===== src/rtl/key_entry_if.sv =====
// Key-code bus between the keypad scanner/test driver and the key_entry block.
interface key_entry_if #(
    parameter int unsigned W = 8
);
    logic [3:0]   IN_value;
    logic         IN_key;
    logic [W-1:0] OUT_a;
    logic [W-1:0] OUT_b;
    logic [2:0]   OUT_op;
    logic         OUT_go;
    logic         OUT_ovf;
    logic [W-1:0] OUT_disp;

    // Scanner side drives key codes and observes the assembled operation
    modport master (
        output IN_value, IN_key,
        input  OUT_a, OUT_b, OUT_op, OUT_go, OUT_ovf, OUT_disp
    );

    // key_entry side
    modport slave (
        input  IN_value, IN_key,
        output OUT_a, OUT_b, OUT_op, OUT_go, OUT_ovf, OUT_disp
    );
endinterface


===== src/rtl/key_entry.sv =====
// Turns level-style scanner key codes into single press events and assembles
// two decimal operands plus an operator, strobing go when '=' is pressed.
module key_entry #(
    parameter int unsigned W           = 8,
    parameter int unsigned RELEASE_CYC = 4
) (
    input  logic       IN_clk,
    input  logic       IN_rst_n,
    key_entry_if.slave bus
);
    localparam int unsigned TW = W + 4;
    localparam int unsigned CW = $clog2(RELEASE_CYC + 1);

    typedef enum logic [1:0] {
        S_A    = 2'd0,
        S_B    = 2'd1,
        S_DONE = 2'd2
    } state_t;

    state_t        state;
    logic          prev_key;
    logic          armed;
    logic [CW-1:0] rel_cnt;

    logic [W-1:0]  a_q;
    logic [W-1:0]  b_q;
    logic [W-1:0]  disp_q;
    logic [2:0]    op_q;
    logic          go_q;
    logic          ovf_q;

    logic [3:0]    code;
    logic          key_evt;
    logic          is_digit;
    logic          is_eq;
    logic [TW-1:0] acc_src;
    logic [TW-1:0] acc_tmp;
    logic          acc_ovf;

    assign code     = bus.IN_value;
    assign key_evt  = bus.IN_key & ~prev_key & armed;
    assign is_digit = (code <= 4'd9);
    assign is_eq    = (code == 4'd15);

    // Operand under edit times ten plus the digit, wide enough never to wrap
    always_comb begin
        acc_src = (state == S_B) ? TW'(b_q) : TW'(a_q);
        acc_tmp = acc_src * TW'(10) + TW'(code);
        acc_ovf = |acc_tmp[TW-1:W];
    end

    // Release filter: re-arm only after RELEASE_CYC consecutive low samples
    always_ff @(posedge IN_clk or negedge IN_rst_n) begin
        if (!IN_rst_n) begin
            prev_key <= 1'b0;
            armed    <= 1'b1;
            rel_cnt  <= CW'(RELEASE_CYC);
        end else begin
            prev_key <= bus.IN_key;
            if (bus.IN_key) begin
                rel_cnt <= '0;
                if (key_evt) begin
                    armed <= 1'b0;
                end
            end else begin
                if (rel_cnt < CW'(RELEASE_CYC)) begin
                    rel_cnt <= rel_cnt + CW'(1);
                end
                if (rel_cnt >= CW'(RELEASE_CYC - 1)) begin
                    armed <= 1'b1;
                end
            end
        end
    end

    // Entry state machine with registered operands, operator, display and strobes
    always_ff @(posedge IN_clk or negedge IN_rst_n) begin
        if (!IN_rst_n) begin
            state  <= S_A;
            a_q    <= '0;
            b_q    <= '0;
            op_q   <= '0;
            disp_q <= '0;
            go_q   <= 1'b0;
            ovf_q  <= 1'b0;
        end else begin
            go_q  <= 1'b0;
            ovf_q <= 1'b0;
            case (state)
                S_A: begin
                    if (key_evt) begin
                        if (is_digit) begin
                            if (acc_ovf) begin
                                ovf_q <= 1'b1;
                            end else begin
                                a_q    <= acc_tmp[W-1:0];
                                disp_q <= acc_tmp[W-1:0];
                            end
                        end else if (!is_eq) begin
                            op_q   <= 3'(code - 4'd10);
                            b_q    <= '0;
                            disp_q <= '0;
                            state  <= S_B;
                        end
                    end
                end
                S_B: begin
                    if (key_evt) begin
                        if (is_digit) begin
                            if (acc_ovf) begin
                                ovf_q <= 1'b1;
                            end else begin
                                b_q    <= acc_tmp[W-1:0];
                                disp_q <= acc_tmp[W-1:0];
                            end
                        end else if (!is_eq) begin
                            op_q <= 3'(code - 4'd10);
                        end else begin
                            go_q  <= 1'b1;
                            state <= S_DONE;
                        end
                    end
                end
                S_DONE: begin
                    if (key_evt) begin
                        if (is_digit) begin
                            a_q    <= W'(code);
                            b_q    <= '0;
                            disp_q <= W'(code);
                            state  <= S_A;
                        end else if (!is_eq) begin
                            op_q   <= 3'(code - 4'd10);
                            b_q    <= '0;
                            disp_q <= '0;
                            state  <= S_B;
                        end else begin
                            go_q <= 1'b1;
                        end
                    end
                end
                default: begin
                    state  <= S_A;
                    disp_q <= a_q;
                end
            endcase
        end
    end

    assign bus.OUT_a    = a_q;
    assign bus.OUT_b    = b_q;
    assign bus.OUT_op   = op_q;
    assign bus.OUT_go   = go_q;
    assign bus.OUT_ovf  = ovf_q;
    assign bus.OUT_disp = disp_q;

endmodule


===== src/flat_wrapper.sv =====
// flat-port wrapper written by rule: the top's interface ports become plain ports
module key_entry_flat 
#(
    parameter int unsigned W           = 8,
    parameter int unsigned RELEASE_CYC = 4
)
  (IN_clk, IN_rst_n, bus_IN_value, bus_IN_key, bus_OUT_a, bus_OUT_b, bus_OUT_op, bus_OUT_go, bus_OUT_ovf, bus_OUT_disp);
  key_entry_if #(.W(W)) bus_i ();
  input  logic IN_clk;
  input  logic IN_rst_n;
  input wire logic [$bits(bus_i.IN_value)-1:0] bus_IN_value;
  input wire logic [$bits(bus_i.IN_key)-1:0] bus_IN_key;
  output wire logic [$bits(bus_i.OUT_a)-1:0] bus_OUT_a;
  output wire logic [$bits(bus_i.OUT_b)-1:0] bus_OUT_b;
  output wire logic [$bits(bus_i.OUT_op)-1:0] bus_OUT_op;
  output wire logic [$bits(bus_i.OUT_go)-1:0] bus_OUT_go;
  output wire logic [$bits(bus_i.OUT_ovf)-1:0] bus_OUT_ovf;
  output wire logic [$bits(bus_i.OUT_disp)-1:0] bus_OUT_disp;
  assign bus_i.IN_value = bus_IN_value;
  assign bus_i.IN_key = bus_IN_key;
  assign bus_OUT_a = bus_i.OUT_a;
  assign bus_OUT_b = bus_i.OUT_b;
  assign bus_OUT_op = bus_i.OUT_op;
  assign bus_OUT_go = bus_i.OUT_go;
  assign bus_OUT_ovf = bus_i.OUT_ovf;
  assign bus_OUT_disp = bus_i.OUT_disp;
  key_entry #(.W(W), .RELEASE_CYC(RELEASE_CYC)) u_core (.IN_clk(IN_clk), .IN_rst_n(IN_rst_n), .bus(bus_i));
endmodule

===== config.mk =====
export PLATFORM = sky130hd
export DESIGN_NAME = key_entry_flat
export DESIGN_NICKNAME = d
export VERILOG_FILES = /design/src/rtl/key_entry_if.sv /design/src/rtl/key_entry.sv /design/src/flat_wrapper.sv
export SDC_FILE = /design/constraint.sdc
export NUM_CORES = 1
export LEC_CHECK = 0
export ABC_CLOCK_PERIOD_IN_PS = 10300
export CAP_MARGIN = 20
export CELL_PAD_IN_SITES_DETAIL_PLACEMENT = 1
export CELL_PAD_IN_SITES_GLOBAL_PLACEMENT = 2
export CORE_ASPECT_RATIO = 1.25
export CORE_UTILIZATION = 38
export CTS_BUF_LIST = sky130_fd_sc_hd__clkbuf_8
export DETAILED_ROUTE_END_ITERATION = 8
export PLACE_DENSITY_LB_ADDON = 0.12
export SETUP_SLACK_MARGIN = 0.05
export SYNTH_ARGS = -nofsm -noshare
export SYNTH_HDL_FRONTEND = slang
export SYNTH_SLANG_ARGS = --single-unit
export TNS_END_PERCENT = 5

===== constraint.sdc =====
create_clock -name IN_clk -period 10.3 [get_ports IN_clk]
set_input_delay 2.06 -clock IN_clk [delete_from_list [all_inputs] [get_ports IN_clk]]
set_output_delay 2.06 -clock IN_clk [all_outputs]
set_load 0.02 [all_outputs]

Word level (Yosys, flattened, before mapping)
Cells that the tools add are included.
- bits in registers: 36
- output and inout port bits: 29
- logic and storage cells: 96
- $add $sub $neg: 3
- $mul: 1
- order comparisons: 3
- equal/unequal tests: 15
- mux-type cells: 44
- bitwise gates (word level): 5
- reductions and logical operators: 15
- operators with widths (operator ; number):
    $mux 8 ; 19
    $pmux 8 s3 ; 2
    $mux 2 ; 8
    $ne 2x1->1 const B ; 8
    $pmux 8 s2 ; 1
    $add 12x4->12 ; 1
    $mul 12x3->11 const B ; 1
    $reduce_and 6->1 ; 2
    $mux 1 ; 11
    $ne 2x2->1 const B ; 4
    $reduce_and 4->1 ; 2
    $reduce_and 7->1 ; 1
    $mux 3 ; 2
    $pmux 2 s3 ; 1
    $reduce_bool 2->1 ; 3
    $eq 4x4->1 const B ; 1
    $le 4x4->1 const B ; 1
    $reduce_or 2->1 ; 2
    $reduce_or 4->1 ; 1
    $add 3x1->3 const B ; 1
    $ge 3x2->1 const B ; 1
    $lt 3x3->1 const B ; 1
    $not 1->1 ; 3
    $reduce_bool 3->1 ; 1
    other kinds (7) ; 8

Longest topological paths before layout
- depth after elaboration: 9
- mapped depth: 18

Least setup slack after synthesis
OpenSTA, ideal clock, no wires.
- kind: register -> register
- from: register u_core.state[1]
- to: register u_core.a_q[2] (netlist: u_core.bus.OUT_a[2])
- arrival time: 4213 ps
- required time: 10178 ps
- setup slack: 5965 ps
- cell stages (with the launch flop): 18
- clock period less this slack: 4335 ps
- cell sequence: dfrtp_1 inv_1 ha_1 clkbuf_1 clkbuf_1 clkbuf_1 nand2_1 o21ai_0 ha_1 ha_1 fa_1 xor2_1 nand3_1 nor4_2 mux2_2 buf_6 or3_1 a32o_1
- longest elaborated chain between the ends: 8
- elaborated cells on any way between the ends: 18
- ends and longest elaborated chain (what ; line ; RTL):
    start, declared ; key_entry.sv:20 ; state_t state;
    start signal, assigned ; key_entry.sv:79 ; state <= S_A;
    start signal, assigned ; key_entry.sv:103 ; state <= S_B;
    start signal, assigned ; key_entry.sv:120 ; state <= S_DONE;
    $eq 2x1->1 ; key_entry.sv:47 ; acc_src = (state == S_B) ? TW'(b_q) : TW'(a_q);
    $mux 8 ; key_entry.sv:47 ;
    $mul 12x3->11 ; key_entry.sv:48 ; acc_tmp = acc_src * TW'(10) + TW'(code);
    $add 12x4->12 ; key_entry.sv:48 ;
    $mux 8 ; key_entry.sv:93 ; if (acc_ovf) begin
    $mux 8 (2 in a row) ; n/a ;
    $pmux 8 s2 ; key_entry.sv:89 ; case (state)
    end signal, assigned ; key_entry.sv:96 ; a_q <= acc_tmp[W-1:0];
    end signal, assigned ; key_entry.sv:127 ; a_q <= W'(code);
    end, declared ; key_entry.sv:25 ; logic [W-1:0] a_q;
Several ways; a longest one is shown, not always the timed one. The select of a mux whose other input is x is not followed.
A chain may end at the register's enable or synchronous reset.

Worst setup path after layout
- from: input port bus_IN_value[2]
- to: register u_core.b_q[0] (netlist: u_core.bus.OUT_b[0])
- longest elaborated chain between the ends: 5
- elaborated cells on any way between the ends: 14
- ends and longest elaborated chain (what ; line ; RTL):
    start, declared ; flat_wrapper.sv:11 ; input wire logic [$bits(bus_i.IN_value)-1:0] bus_IN_value;
    parallel branches: the longest is 5 deep, another holds $add 12x4->12 ; n/a ;
    end signal, assigned ; key_entry.sv:113 ; b_q <= acc_tmp[W-1:0];
    end, declared ; key_entry.sv:26 ; logic [W-1:0] b_q;
Several ways; the timed one is not identified. The select of a mux whose other input is x is not followed.

==> flow_metrics.py <==
metrics = {
    "outcome": {
        "status": "finished, final reports clean",
    },
    "timing": {
        "slew_violations": 0,
        "fin_setup_tns_ps": 0,
        "finalHoldViolations": 0,
        "finalClockSkew_ps": 7.85,
        "rsz0062_at_grt": "false",
        "period_needed_ps": 5010,
        "worst_pin_slew_ps": 902,
        "fmax_mhz": 200,
        "post-route-period-util": 0.486,
        "max_slew_margin": 0.399,
        "setup-violations-final": 0,
    },
    "layout": {
        "drive_gt1_frac": 0.0920,
        "layout.nets": 377,
        "n_antenna_cell": 0,
        "fin_util": 0.475,
        "fillers": 872,
        "multiInputGateArea_sq_um": 1740,
        "regArea_sq_um": 903,
        "area_growth_pct": 19.6,
    },
    "worst_setup_path": {
        "r2r_slack_ps": 5800,
        "cp-start-kind": "primary input",
        "end_kind": "register",
        "timing.rr.start": "u_core.state[1]",
        "cp.required_ps": 10440,
        "reg2reg_to": "u_core.bus.OUT_b[0]",
        "arrival_ps": 5150,
        "reg2reg_depth": 13,
        "criticalPathCategory": "primary input to register",
        "crit_fanout": 15,
    },
    "clock_network": {
        "cts_sinks": 36,
        "cts_resized": 0,
        "clk_pin_slew_ps": 80,
        "cts_buffer_depth": 2,
        "hold_buffers": 0,
        "clockRootBuffer": "clkbuf_8",
        "cts_made_buffers": 5,
        "insertion_delay_ps": 300,
        "tritoncts": "done",
        "post-cts-setup-buffers": 0,
        "ctsHtreeMaxLevel": 2,
    },
    "synth": {
        "yosysMostFrequentCell": "nand2_1",
        "synth_top_area_frac": 0.303,
        "synth_seq_area_share": 0.322,
        "synth_edf_count": 0,
        "synth_area_sq_um": 2810,
        "ys_types": 59,
        "synth_seq_cells": 36,
        "synth_area_leader_cell": "dfrtp_1",
        "syn_area_per_cell_sq_um": 8.71,
        "ys_warn_count": 0,
        "yosys-top-cells-count": "nand2_1 (42), dfrtp_1 (34), a21oi_1 (25)",
        "async_flop_share": 1.00,
        "yosys-top-cells-area": "dfrtp_1 (30%), ha_1 (9.4%), nand2_1 (5.6%), a21oi_1 (4.5%), o21ai_0 (4.3%)",
        "synthesis.nets": 352,
        "synthCells": 322,
        "synth_ff_type": "dfrtp_1",
    },
    "routing": {
        "via_count": 2591,
        "drcViolationCount": 0,
        "routedWlPerCell_um": 19.4,
        "ant_nets": 0,
        "via_per_inst": 5.92,
        "drt_first_pass_iters": 4,
        "drt_iter0_drc": 122,
        "drt_wl_total_mm": 8.50,
    },
    "min_path": {
        "worstHoldPathCells": 2,
        "min-delay-start": "u_core.bus.OUT_op[1]",
        "hold_path_class": "register to register",
        "worstHoldEndpoint": "u_core.bus.OUT_op[1]",
    },
    "grt": {
        "grt_pass1_wl_mm": 14.0,
        "overflow": 0,
        "track_usage": 0.236,
        "grt_max_degree": 37,
        "grt_pass1_vias": 2688,
        "antenna_found_initial": 0,
    },
    "die": {
        "initial_core_util": 0.397,
        "pin_count": 36,
        "fp-row-count": 34,
        "core_sq_um": 7060,
        "die_y_um": 98.1,
        "fp.dieW_um": 78.9,
        "die-area_sq_um": 7730,
    },
    "job": {
        "cap_violations": 0,
    },
    "placed_design": {
        "gp_congestion": 0.826,
        "dp_hpwl_mm": 6.23,
        "port_buffers": 35,
    },
}
## logic make-up after synthesis
group | share of synthesized area
DFF | 0.322
and+or+nand+nor | 0.190
adders and majority gates | 0.108
xor gates and xnor gates | 0.0250
muxes | 0.0227
buffers and inverters | 0.0575
AOI/OAI and AO/OA | 0.275
## flip-flops by register name, indices dropped and copies added, names as in the netlist
register and cells:
u_core.bus.OUT_ovf 1, u_core.rel_cnt 3, u_core.bus.OUT_disp 8, u_core.bus.OUT_b 8, u_core.bus.OUT_a 8, u_core.armed 1
u_core.prev_key 1, u_core.bus.OUT_op 3, u_core.state 2, u_core.bus.OUT_go 1
## layout by cell type, fill, tap and decap left out, drive strengths merged, types with 3 or more instances in the layout
| cell | count |
|---|---|
| a21o | 6 |
| a21oi | 25 |
| a311o | 4 |
| a31oi | 4 |
| a32oi | 4 |
| and2 | 4 |
| and3 | 3 |
| buf | 3 |
| bufinv | 3 |
| clkbuf | 5 |
| clkdlybuf4s50 | 34 |
| dfrtp | 34 |
| ha | 21 |
| inv | 21 |
| mux2 | 3 |
| mux2i | 3 |
| nand2 | 42 |
| nand3 | 7 |
| nand4 | 4 |
| nor2 | 18 |
| o211ai | 6 |
| o21a | 3 |
| o21ai | 24 |
| o221ai | 7 |
| o311ai | 6 |
| or3 | 4 |
| or4b | 4 |
| xor2 | 6 |
## layout make-up
type	instances	area share
Multi-Input combinational cell	246	0.519
Sequential cell	36	0.269
Timing Repair Buffer	37	0.107
Tap cell	90	0.0336
Clock inverter	3	0.0269
Inverter	21	0.0235
Clock buffer	5	0.0205
## per-stage QoR
step           hold WS [ps]  setup WS, ps  cell area, sq um  std cells
2_1_floorplan           457          5970              2810        322
3_3_place_gp            462          5070              3200        430
4_1_cts                 490          5300              3350        438
3_5_place_dp            472          4990              3200        430
6_report                482          5290              3350        438
5_1_grt                 518          5070              3350        438
## per-layer routing
layer | global-route usage | routed length, um | share of wire
met1 | 0.294 | 3630 | 0.43
met2 | 0.412 | 4410 | 0.52
met3 | 0.0383 | 310 | 0.036
met4 | 0.0741 | 156 | 0.018
met5 | 0 | 0 | 0
## worst max-delay path by stage
stage                    startpoint                     end  slack, ps  cells past startpoint
floorplan           u_core.state[1]     u_core.bus.OUT_a[2]       5970                     17
global placement    bus_IN_value[2]     u_core.bus.OUT_b[6]       5070                      8
detailed placement  bus_IN_value[2]     u_core.bus.OUT_b[6]       4990                      8
CTS                 bus_IN_value[2]     u_core.bus.OUT_b[6]       5300                      8
global route        bus_IN_value[2]  u_core.bus.OUT_disp[2]       5070                      8
finish              bus_IN_value[2]     u_core.bus.OUT_b[0]       5290                      8
## critical path, stage by stage
cell and delay (ps):
clkdlybuf4s50_1 670, ha_1 430, a21o_1 100, a21oi_1 110, nor4_2 380, mux2_2 500
nor2_2 690, o221ai_1 200
Power is not shown: default switching activity piles up to over one toggle a cycle in this logic, so the estimate is an artifact.
